`config.mk`:
```
export PLATFORM = sky130hd
export DESIGN_NAME = apb_gpio_arbiter
export DESIGN_NICKNAME = d
export VERILOG_FILES = /design/src/rtl/apb_arb_pkg.sv /design/src/rtl/apb_gpio_arbiter_rr.sv /design/src/rtl/apb_gpio_arbiter.sv
export SDC_FILE = /design/constraint.sdc
export NUM_CORES = 1
export LEC_CHECK = 0
export BUFFER_PORTS_ARGS = -buffer_cell sky130_fd_sc_hd__buf_2
export CELL_PAD_IN_SITES_DETAIL_PLACEMENT = 0
export CELL_PAD_IN_SITES_GLOBAL_PLACEMENT = 2
export CORE_MARGIN = 2
export CORE_UTILIZATION = 22
export DETAILED_ROUTE_END_ITERATION = 16
export HOLD_SLACK_MARGIN = 0.08
export MAX_ROUTING_LAYER = met4
export PLACE_DENSITY_LB_ADDON = 0.1
export SETUP_SLACK_MARGIN = 0.05
export SYNTH_ARGS = -nofsm -noshare
export SYNTH_HDL_FRONTEND = slang
export SYNTH_SLANG_ARGS = --single-unit
```
`constraint.sdc`:
```
create_clock -name PCLK -period 1.4 [get_ports PCLK]
set_input_delay 0.28 -clock PCLK [delete_from_list [all_inputs] [get_ports PCLK]]
set_output_delay 0.28 -clock PCLK [all_outputs]
set_load 0.02 [all_outputs]
```
`src/rtl/apb_arb_pkg.sv`:
```
`default_nettype none
// ============================================================================
//  Module      : apb_arb_pkg
//  Description : Shared constants and types for the two-requester APB master
//                arbiter: bus widths, requester count, FSM state encoding,
//                the latched request record and a one-hot helper.
//  Revision    : 1.0  initial release
// ============================================================================
package apb_arb_pkg;

  localparam int ADDR_W = 8;
  localparam int DATA_W = 8;
  localparam int NREQ   = 2;

  // APB master FSM encoding
  localparam logic [1:0] IDLE   = 2'd0;
  localparam logic [1:0] SETUP  = 2'd1;
  localparam logic [1:0] ACCESS = 2'd2;

  // Request fields captured at grant time and driven onto the bus
  typedef struct packed {
    logic              write;
    logic [ADDR_W-1:0] addr;
    logic [DATA_W-1:0] wdata;
  } apb_req_t;

  // Requester index -> one-hot requester vector
  function automatic logic [NREQ-1:0] req_onehot(input logic idx);
    return idx ? 2'b10 : 2'b01;
  endfunction

endpackage : apb_arb_pkg
`default_nettype wire

```
`src/rtl/apb_gpio_arbiter_rr.sv`:
```
`default_nettype none
// ============================================================================
//  Module      : rr_arbiter2
//  Description : Two-way round-robin arbiter. A lone requester wins outright;
//                on a tie the requester that was not granted last wins. The
//                pointer only moves when a grant is actually issued.
//  Ports       : clk      - clock
//                rst      - synchronous active-high reset (requester 0 wins
//                           the first tie afterwards)
//                i_en     - arbitration enable (grant suppressed when low)
//                i_req    - request vector, bit i = requester i
//                o_grant  - one-hot grant (combinational)
//                o_idx    - index of the granted requester
//  Revision    : 1.0  initial release
// ============================================================================
module rr_arbiter2
  import apb_arb_pkg::*;
(
  input  logic            clk,
  input  logic            rst,
  input  logic            i_en,
  input  logic [NREQ-1:0] i_req,
  output logic [NREQ-1:0] o_grant,
  output logic            o_idx
);

  // Index of the requester granted most recently. Resetting it to 1 makes
  // requester 0 the winner of the first tie.
  logic r_last;

  always_comb begin
    o_grant = '0;
    o_idx   = 1'b0;
    if (i_en) begin
      case (i_req)
        2'b01:   o_idx = 1'b0;
        2'b10:   o_idx = 1'b1;
        2'b11:   o_idx = ~r_last;
        default: o_idx = 1'b0;
      endcase
      if (|i_req) begin
        o_grant = req_onehot(o_idx);
      end
    end
  end

  always_ff @(posedge clk) begin
    if (rst) begin
      r_last <= 1'b1;
    end else if (i_en && (|i_req)) begin
      r_last <= o_idx;
    end
  end

endmodule : rr_arbiter2
`default_nettype wire

```
`src/rtl/apb_gpio_arbiter.sv`:
```
`default_nettype none
// ============================================================================
//  Module      : apb_gpio_arbiter
//  Description : Arbitrates two simple request/response clients onto a single
//                APB master port (IDLE -> SETUP -> ACCESS). Grants are issued
//                combinationally in IDLE, the winning request is latched and
//                replayed on APB, and a one-cycle registered response pulse
//                returns read data to the owner.
//  Build macro : APB_ARB_TIMEOUT_EN - when defined, an ACCESS phase that sees
//                PREADY=0 for TIMEOUT_CYCLES cycles is aborted and answered
//                with rsp_err=1, rsp_rdata=0. Undefined: ACCESS waits forever
//                and rsp_err is tied low.
//  Ports       : PCLK, PRESET            - clock, sync active-high reset
//                req_valid/req_write     - per-requester request, direction
//                req_addr/req_wdata      - packed [8i+7:8i] per requester
//                req_grant               - one-hot acceptance pulse (IDLE)
//                rsp_valid/rsp_rdata     - one-hot completion pulse, data
//                rsp_err                 - timeout flag
//                PSEL/PENABLE/PWRITE/PADDR/PWDATA - APB master outputs
//                PRDATA/PREADY           - APB slave response
//  Revision    : 1.0  initial release
// ============================================================================
module apb_gpio_arbiter
  import apb_arb_pkg::*;
#(
  parameter int TIMEOUT_CYCLES = 16
) (
  input  logic                   PCLK,
  input  logic                   PRESET,
  input  logic [NREQ-1:0]        req_valid,
  input  logic [NREQ-1:0]        req_write,
  input  logic [NREQ*ADDR_W-1:0] req_addr,
  input  logic [NREQ*DATA_W-1:0] req_wdata,
  output logic [NREQ-1:0]        req_grant,
  output logic [NREQ-1:0]        rsp_valid,
  output logic [DATA_W-1:0]      rsp_rdata,
  output logic                   rsp_err,
  output logic                   PSEL,
  output logic                   PENABLE,
  output logic                   PWRITE,
  output logic [ADDR_W-1:0]      PADDR,
  output logic [DATA_W-1:0]      PWDATA,
  input  logic [DATA_W-1:0]      PRDATA,
  input  logic                   PREADY
);

  logic [1:0]        r_state;
  apb_req_t          r_req;
  logic              r_owner;
  logic [NREQ-1:0]   r_rsp_valid;
  logic [DATA_W-1:0] r_rsp_rdata;

  logic              w_arb_en;
  logic [NREQ-1:0]   w_grant;
  logic              w_idx;
  apb_req_t          w_sel_req;

  // Grants only in IDLE and never while reset is asserted
  assign w_arb_en = (r_state == IDLE) && !PRESET;

  rr_arbiter2 u_rr_arbiter2 (
    .clk     (PCLK),
    .rst     (PRESET),
    .i_en    (w_arb_en),
    .i_req   (req_valid),
    .o_grant (w_grant),
    .o_idx   (w_idx)
  );

  // Fields of the winning requester, selected from the packed buses
  always_comb begin
    w_sel_req       = '0;
    w_sel_req.write = req_write[w_idx];
    w_sel_req.addr  = w_idx ? req_addr[2*ADDR_W-1:ADDR_W]  : req_addr[ADDR_W-1:0];
    w_sel_req.wdata = w_idx ? req_wdata[2*DATA_W-1:DATA_W] : req_wdata[DATA_W-1:0];
  end

  assign req_grant = w_grant;
  assign PSEL      = (r_state != IDLE);
  assign PENABLE   = (r_state == ACCESS);
  assign PWRITE    = r_req.write;
  assign PADDR     = r_req.addr;
  assign PWDATA    = r_req.wdata;
  assign rsp_valid = r_rsp_valid;
  assign rsp_rdata = r_rsp_rdata;

`ifdef APB_ARB_TIMEOUT_EN
  localparam int                 c_CNT_W    = $clog2(TIMEOUT_CYCLES + 1);
  localparam logic [c_CNT_W-1:0] c_CNT_LAST = c_CNT_W'(TIMEOUT_CYCLES - 1);

  logic [c_CNT_W-1:0] r_tmo_cnt;
  logic               r_rsp_err;
  logic               w_timeout;

  // Fires on the ACCESS wait cycle that brings the count to TIMEOUT_CYCLES;
  // a simultaneous PREADY wins because completion is tested first below.
  assign w_timeout = (r_state == ACCESS) && !PREADY && (r_tmo_cnt == c_CNT_LAST);
  assign rsp_err   = r_rsp_err;

  always_ff @(posedge PCLK) begin
    if (PRESET) begin
      r_tmo_cnt <= '0;
      r_rsp_err <= 1'b0;
    end else if (r_state == ACCESS) begin
      if (PREADY) begin
        r_tmo_cnt <= '0;
        r_rsp_err <= 1'b0;
      end else if (w_timeout) begin
        r_tmo_cnt <= '0;
        r_rsp_err <= 1'b1;
      end else begin
        r_tmo_cnt <= r_tmo_cnt + 1'b1;
      end
    end else begin
      r_tmo_cnt <= '0;
    end
  end
`else
  logic w_timeout;

  assign w_timeout = 1'b0;
  assign rsp_err   = 1'b0;
`endif

  always_ff @(posedge PCLK) begin
    if (PRESET) begin
      r_state     <= IDLE;
      r_req       <= '0;
      r_owner     <= 1'b0;
      r_rsp_valid <= '0;
      r_rsp_rdata <= '0;
    end else begin
      r_rsp_valid <= '0;
      case (r_state)
        IDLE: begin
          if (|w_grant) begin
            r_req   <= w_sel_req;
            r_owner <= w_idx;
            r_state <= SETUP;
          end
        end
        SETUP: begin
          r_state <= ACCESS;
        end
        ACCESS: begin
          if (PREADY) begin
            r_rsp_valid <= req_onehot(r_owner);
            r_rsp_rdata <= r_req.write ? '0 : PRDATA;
            r_state     <= IDLE;
          end else if (w_timeout) begin
            r_rsp_valid <= req_onehot(r_owner);
            r_rsp_rdata <= '0;
            r_state     <= IDLE;
          end
        end
        default: begin
          r_state <= IDLE;
        end
      endcase
    end
  end

endmodule : apb_gpio_arbiter
`default_nettype wire
```
# == Yosys cells after proc, flatten, opt, wreduce, memory -nomap -nowiden ==
# Index checks and enable logic that the tools add are counted.
# totals
output_inout_bits,32
regBits,31
input_bits,47
elab_cells,44
# op_classes
eq_ne,6
reduce_logical,11
bitwise_logic,3
order_cmp,1
muxes,15
# op_table
op,n
8-bit two-way mux,3
2-bit two-way mux,6
2-bit equality test (second input constant),3
2-bit case mux with 3 select lines,1
2-bit AND reduction,3
1-bit two-way mux,4
2-bit by 1-bit inequality test with 1-bit output (second input constant),2
2-bit OR reduction,2
1-bit inverter,3
3-bit OR reduction,1
2-bit by 1-bit equality test with 1-bit output (second input constant),1
1-bit logical AND,2
2-bit logical NOT,1
1-bit by 2-bit less-than comparator with 1-bit output (second input constant),1
1-bit case mux with 2 select lines,1
2-bit nonzero test,1
1-bit logical NOT,1

# == Logic depth before layout (Yosys ltp) ==
# depth
ltp_word,9
ltp_mapped,6
ltp_nobuf,3

# == By module ==
# From an unflattened synthesis, not the netlist that was laid out.
# hier_totals
hier_cells,145
hier_area_um2,1451.4
# modules_own_cells
mod,area_per_inst_um2,instances,seq_area_each_um2,cells_each
apb_gpio_arbiter,1387.6,1,600.6,136
rr_arbiter2,63.8,1,20.0,9

# == Least setup slack after synthesis ==
# Ideal clock, no wire load.
# synth_timing
kind,reg2out
startpoint,reg r_state[1]
endpoint,out req_grant[1]
t_arrival_ns,1.330
slack_ns,-0.210
path_buffers,2
t_required_ns,1.120
path_stages_with_launch,5
cell_sequence,dfxtp_1 > or3_1 > buf_4 > buf_6 > nor2_1
# synth_via
elab_chain_cells,3
# synth_lines
element,line_no,text
from (decl),apb_gpio_arbiter.sv:47,logic [1:0] r_state;
from (signal assigned),apb_gpio_arbiter.sv:127,r_state <= IDLE;
from (signal assigned),apb_gpio_arbiter.sv:139,r_state <= SETUP;
from (signal assigned),apb_gpio_arbiter.sv:143,r_state <= ACCESS;
2-bit logical NOT,apb_gpio_arbiter.sv:59,assign w_arb_en = (r_state == IDLE) && !PRESET;
1-bit logical AND,apb_gpio_arbiter.sv:59,
2-bit two-way mux,apb_gpio_arbiter_rr.sv:34,if (i_en) begin
to (decl),apb_gpio_arbiter.sv:34,"output logic [NREQ-1:0] req_grant,"
# Every way passes these cells.

# == Worst setup path in the final report ==
# layout_timing
startpoint,reg r_state[0]
endpoint,out req_grant[1]
# The elaborated chain is that of the path after synthesis.

==> reports/results.txt <==
The remaining antenna violation count came out at 0. The part of the cycle the worst path needs works out to 109%. The height of the chip was 86.0 um. Counting every net in the synthesized netlist gives 195.

For this design the ratio of total power to cell area is 1080 mW/mm2. Summed over all instances, the cell type with the most area after synthesis is sky130_fd_sc_hd__dfxtp_1. The total track usage is 13.7%, and the number of flops mapped to enable cells by yosys is 0. The tools report the worst min-delay path endpoint as rsp_rdata[5].

The worst hold slack came out at 0.212 ns. At the worst endpoint, the required time is 1.12 ns. Clock-pin slew was measured on the worst setup and hold paths at 0.06 ns. The library cells used most frequently in the layout, excluding fill and tap cells, are sky130_fd_sc_hd__buf_2, sky130_fd_sc_hd__dfxtp_1, sky130_fd_sc_hd__nand3_1, sky130_fd_sc_hd__a21oi_1, sky130_fd_sc_hd__buf_4. Sequential cells were found to cover 42.0% of the synthesized design area. 79 I/O pins were placed. Critical path startpoint: r_state[0].

The critical hold path startpoint was PRDATA[5]. The total number of vias was 1,517; the number of buffers on the longest clock path was 2. Setup repair after global routing could not meet its margin everywhere. On the final layout, the worst clock skew is 0.00704 ns.

The tools report the critical path launch point type as a register. The critical path in this run is classified as reg -> out. Each instance of the synthesized netlist takes up on average 9.99 um2. The endpoint identified for the worst register-to-register timing path is PWDATA[0]. Data arrives at the worst endpoint at 1.25 ns.

For this run, design rule violations remaining after detail routing come to 0. At the end of routability-driven placement, the weighted congestion stood at 0.699. The flow ran to the end, but the final reports show violations. The most used flip-flop cell after synthesis is sky130_fd_sc_hd__dfxtp_1. After floorplanning, the core was divided into 29 placement rows. The share of the synthesized area in the top cell type was 42.0%. CTS built an H-tree with a depth of 2.

Of all nets on the critical path, the largest fanout is 3. The detailed router finished its first iteration with 61 violations. The first global-routing pass estimated 7730 um of wire.

Distinct cell type count after synthesis: 33. The finished layout cell area came out at 0.00222 mm2. Along the worst hold path, the cell count comes to 2. The count of maximum capacitance violations is 0, and the total wire length after detailed routing is 4920 um. The tools report the clock tree root driver cell as sky130_fd_sc_hd__clkbuf_8. The effective utilization at floorplan is 23.0%, and the number of slew-limit violations in the final report is 0.

Counting flops with an async set or reset pin after synthesis yields a share of 0%. After synthesis the netlist holds a flip-flop and latch count of 31. Static timing analysis puts the maximum clock frequency at 654 MHz.

TritonCTS built the clock tree. The placed cell area was 0.00202 mm2. The number of global-route vias before repair is 1,576. The tools report the detailed placer's ending HPWL as 3540 um. The maximum number of pins on one net before global-route repair is 19.

The worst setup slack after layout was -0.129 ns. The net count of the finished layout is 287. The final setup TNS was -0.380 ns.

Yosys attributes the largest share of cell area to sky130_fd_sc_hd__dfxtp_1, sky130_fd_sc_hd__a311oi_2, sky130_fd_sc_hd__a21oi_1. The number of search-and-repair iterations in the first detailed-routing pass was 4; the later-pin clock latency in the skew report was 0.28 ns. For the number of buffers added by the clock tree synthesis step, the log shows 5. STA classifies the critical path endpoint as a primary output. Leaving out fill and tap cells, the most frequent cell in the layout is sky130_fd_sc_hd__buf_2. The checks that failed: setup timing. The overall overflow remaining after global route was 0; the fraction of final layout cells sized beyond drive strength 1 was 57.9%. The number of inserted filler cells in the final layout is 667, and the area growth from synthesis to layout is 50.1%. In the routed layout, each cell is associated on average with a via count of 4.79.

The die outline width works out to 86.0 um. The tools report the launch instance of the worst register-to-register path as r_state[0]. In this run the cell area of the synthesized design comes to 0.00148 mm2.

The tools report the peak ir drop on the vdd network as 341 uV. The analysis attributes to cell leakage a power of 0.957 nW. Total power for the finished layout comes to 2.39 mW. The initial antenna violation count is 0. Number of sinks handled by clock tree synthesis: 31. The run gives -0.06 ns as the slack of the worst reg-to-reg path.

The synthesized instance count was 148; the mean routed wirelength per cell was 15.5 um. Setup violations remaining at the end of the flow were counted as 11. Yosys printed 0 warnings. The worst hold path class was in -> reg. The total die area was 0.00739 mm2.

The number of I/O port buffers is 77. The total area inside the core boundary comes to 0.00642 mm2. The total inserted antenna cells came out at 0. The worst reg2reg path depth was 4.

The count of final hold-check violations is 0, and the minimum clock period is 1.53 ns.
[synth_stat cells, drive strengths merged (2+ instances only)]
cell,n
a22o,8
dfxtp,31
or2,2
clkbuf,2
nor2,7
a311oi,17
inv,2
buf,12
a21oi,18
nand3,17
o21ai,17
[area by class of cell]
| class | instances | area, um2 | area share (%) |
|---|---|---|---|
| multi-input cells | 102 | 785 | 35.3 |
| flip-flops and latches | 31 | 628 | 28.3 |
| repair buffers | 98 | 616 | 27.7 |
| well taps | 77 | 96.3 | 4.34 |
| clock buffers | 6 | 82.6 | 3.72 |
| inverters | 2 | 7.51 | 0.338 |
| clock inverters | 1 | 5.00 | 0.225 |
[registers in the layout (all words and copies together), names as in the netlist]
name and count:
PWDATA 8, PADDR 8, r_state 2, rsp_valid 2, rsp_rdata 8, r_owner 1
PWRITE 1, u_rr_arbiter2.r_last 1
[repair_timing]
action / in CTS / in global routing
endpoints found under the setup margin: 27 / 22
hold buffers: 0 / 0
pin swaps: 4 / 7
cloned: 0 / 1
gates resized for setup: 17 / 7
buffers inserted: 5 / 0
[how the worst max path moves through the flow]
stage	slack, ns	to	depth (start not counted)
2_1_floorplan	0.008	req_grant[1]	4
3_3_place_gp	-0.13	PWDATA[1]	6
3_5_place_dp	-0.14	PADDR[0]	6
4_1_cts	-0.21	req_grant[1]	4
5_1_grt	-0.17	req_grant[1]	3
6_report	-0.13	req_grant[1]	3
[through the flow]
stage | worst slack (ns) | util, % | instances
after global routing | -0.172 | 34.6 | 317
after detailed placement | -0.139 | 31.5 | 305
after global placement | -0.131 | 31.5 | 305
after floorplan | 0.00774 | - | 148
after CTS | -0.210 | 34.3 | 317
final | -0.129 | 34.6 | 317
[routing by layer]
metal / share of wire (%) / GRT usage [%]
met3: 5.1 / 3.85
met2: 50 / 22.6
met5: 0 / -
met1: 45 / 16.2
met4: 0.43 / 4.18
[worst max-delay path, stage by stage, from the launching register on]
cell and delay, ns:
sky130_fd_sc_hd__dfxtp_4 0.35, sky130_fd_sc_hd__or3_4 0.41, sky130_fd_sc_hd__nor2_4 0.10, sky130_fd_sc_hd__buf_6 0.12
[report_power, final]
group | total, mW | internal (mW) | leakage (nW) | switching, mW
logic | 0.675 | 0.303 | 0.655 | 0.372
registers | 0.989 | 0.948 | 0.255 | 0.0414
clock network | 0.723 | 0.386 | 0.0470 | 0.337
total | 2.39 | 1.64 | 0.957 | 0.751
[logic make-up (layout without fill, tap and decap cells)]
| kind of cell | after synthesis | count (layout) | synth area share, % |
|---|---|---|---|
| compound gates | 64 | 64 | 35.0 |
| simple gates | 35 | 36 | 13.4 |
| flops | 31 | 31 | 42.0 |
| buf+inv | 16 | 107 | 8.71 |
| other cells | 1 | 1 | 0.254 |
| mux | 1 | 1 | 0.677 |
No activity file was read; power rests on OpenSTA's default activity.
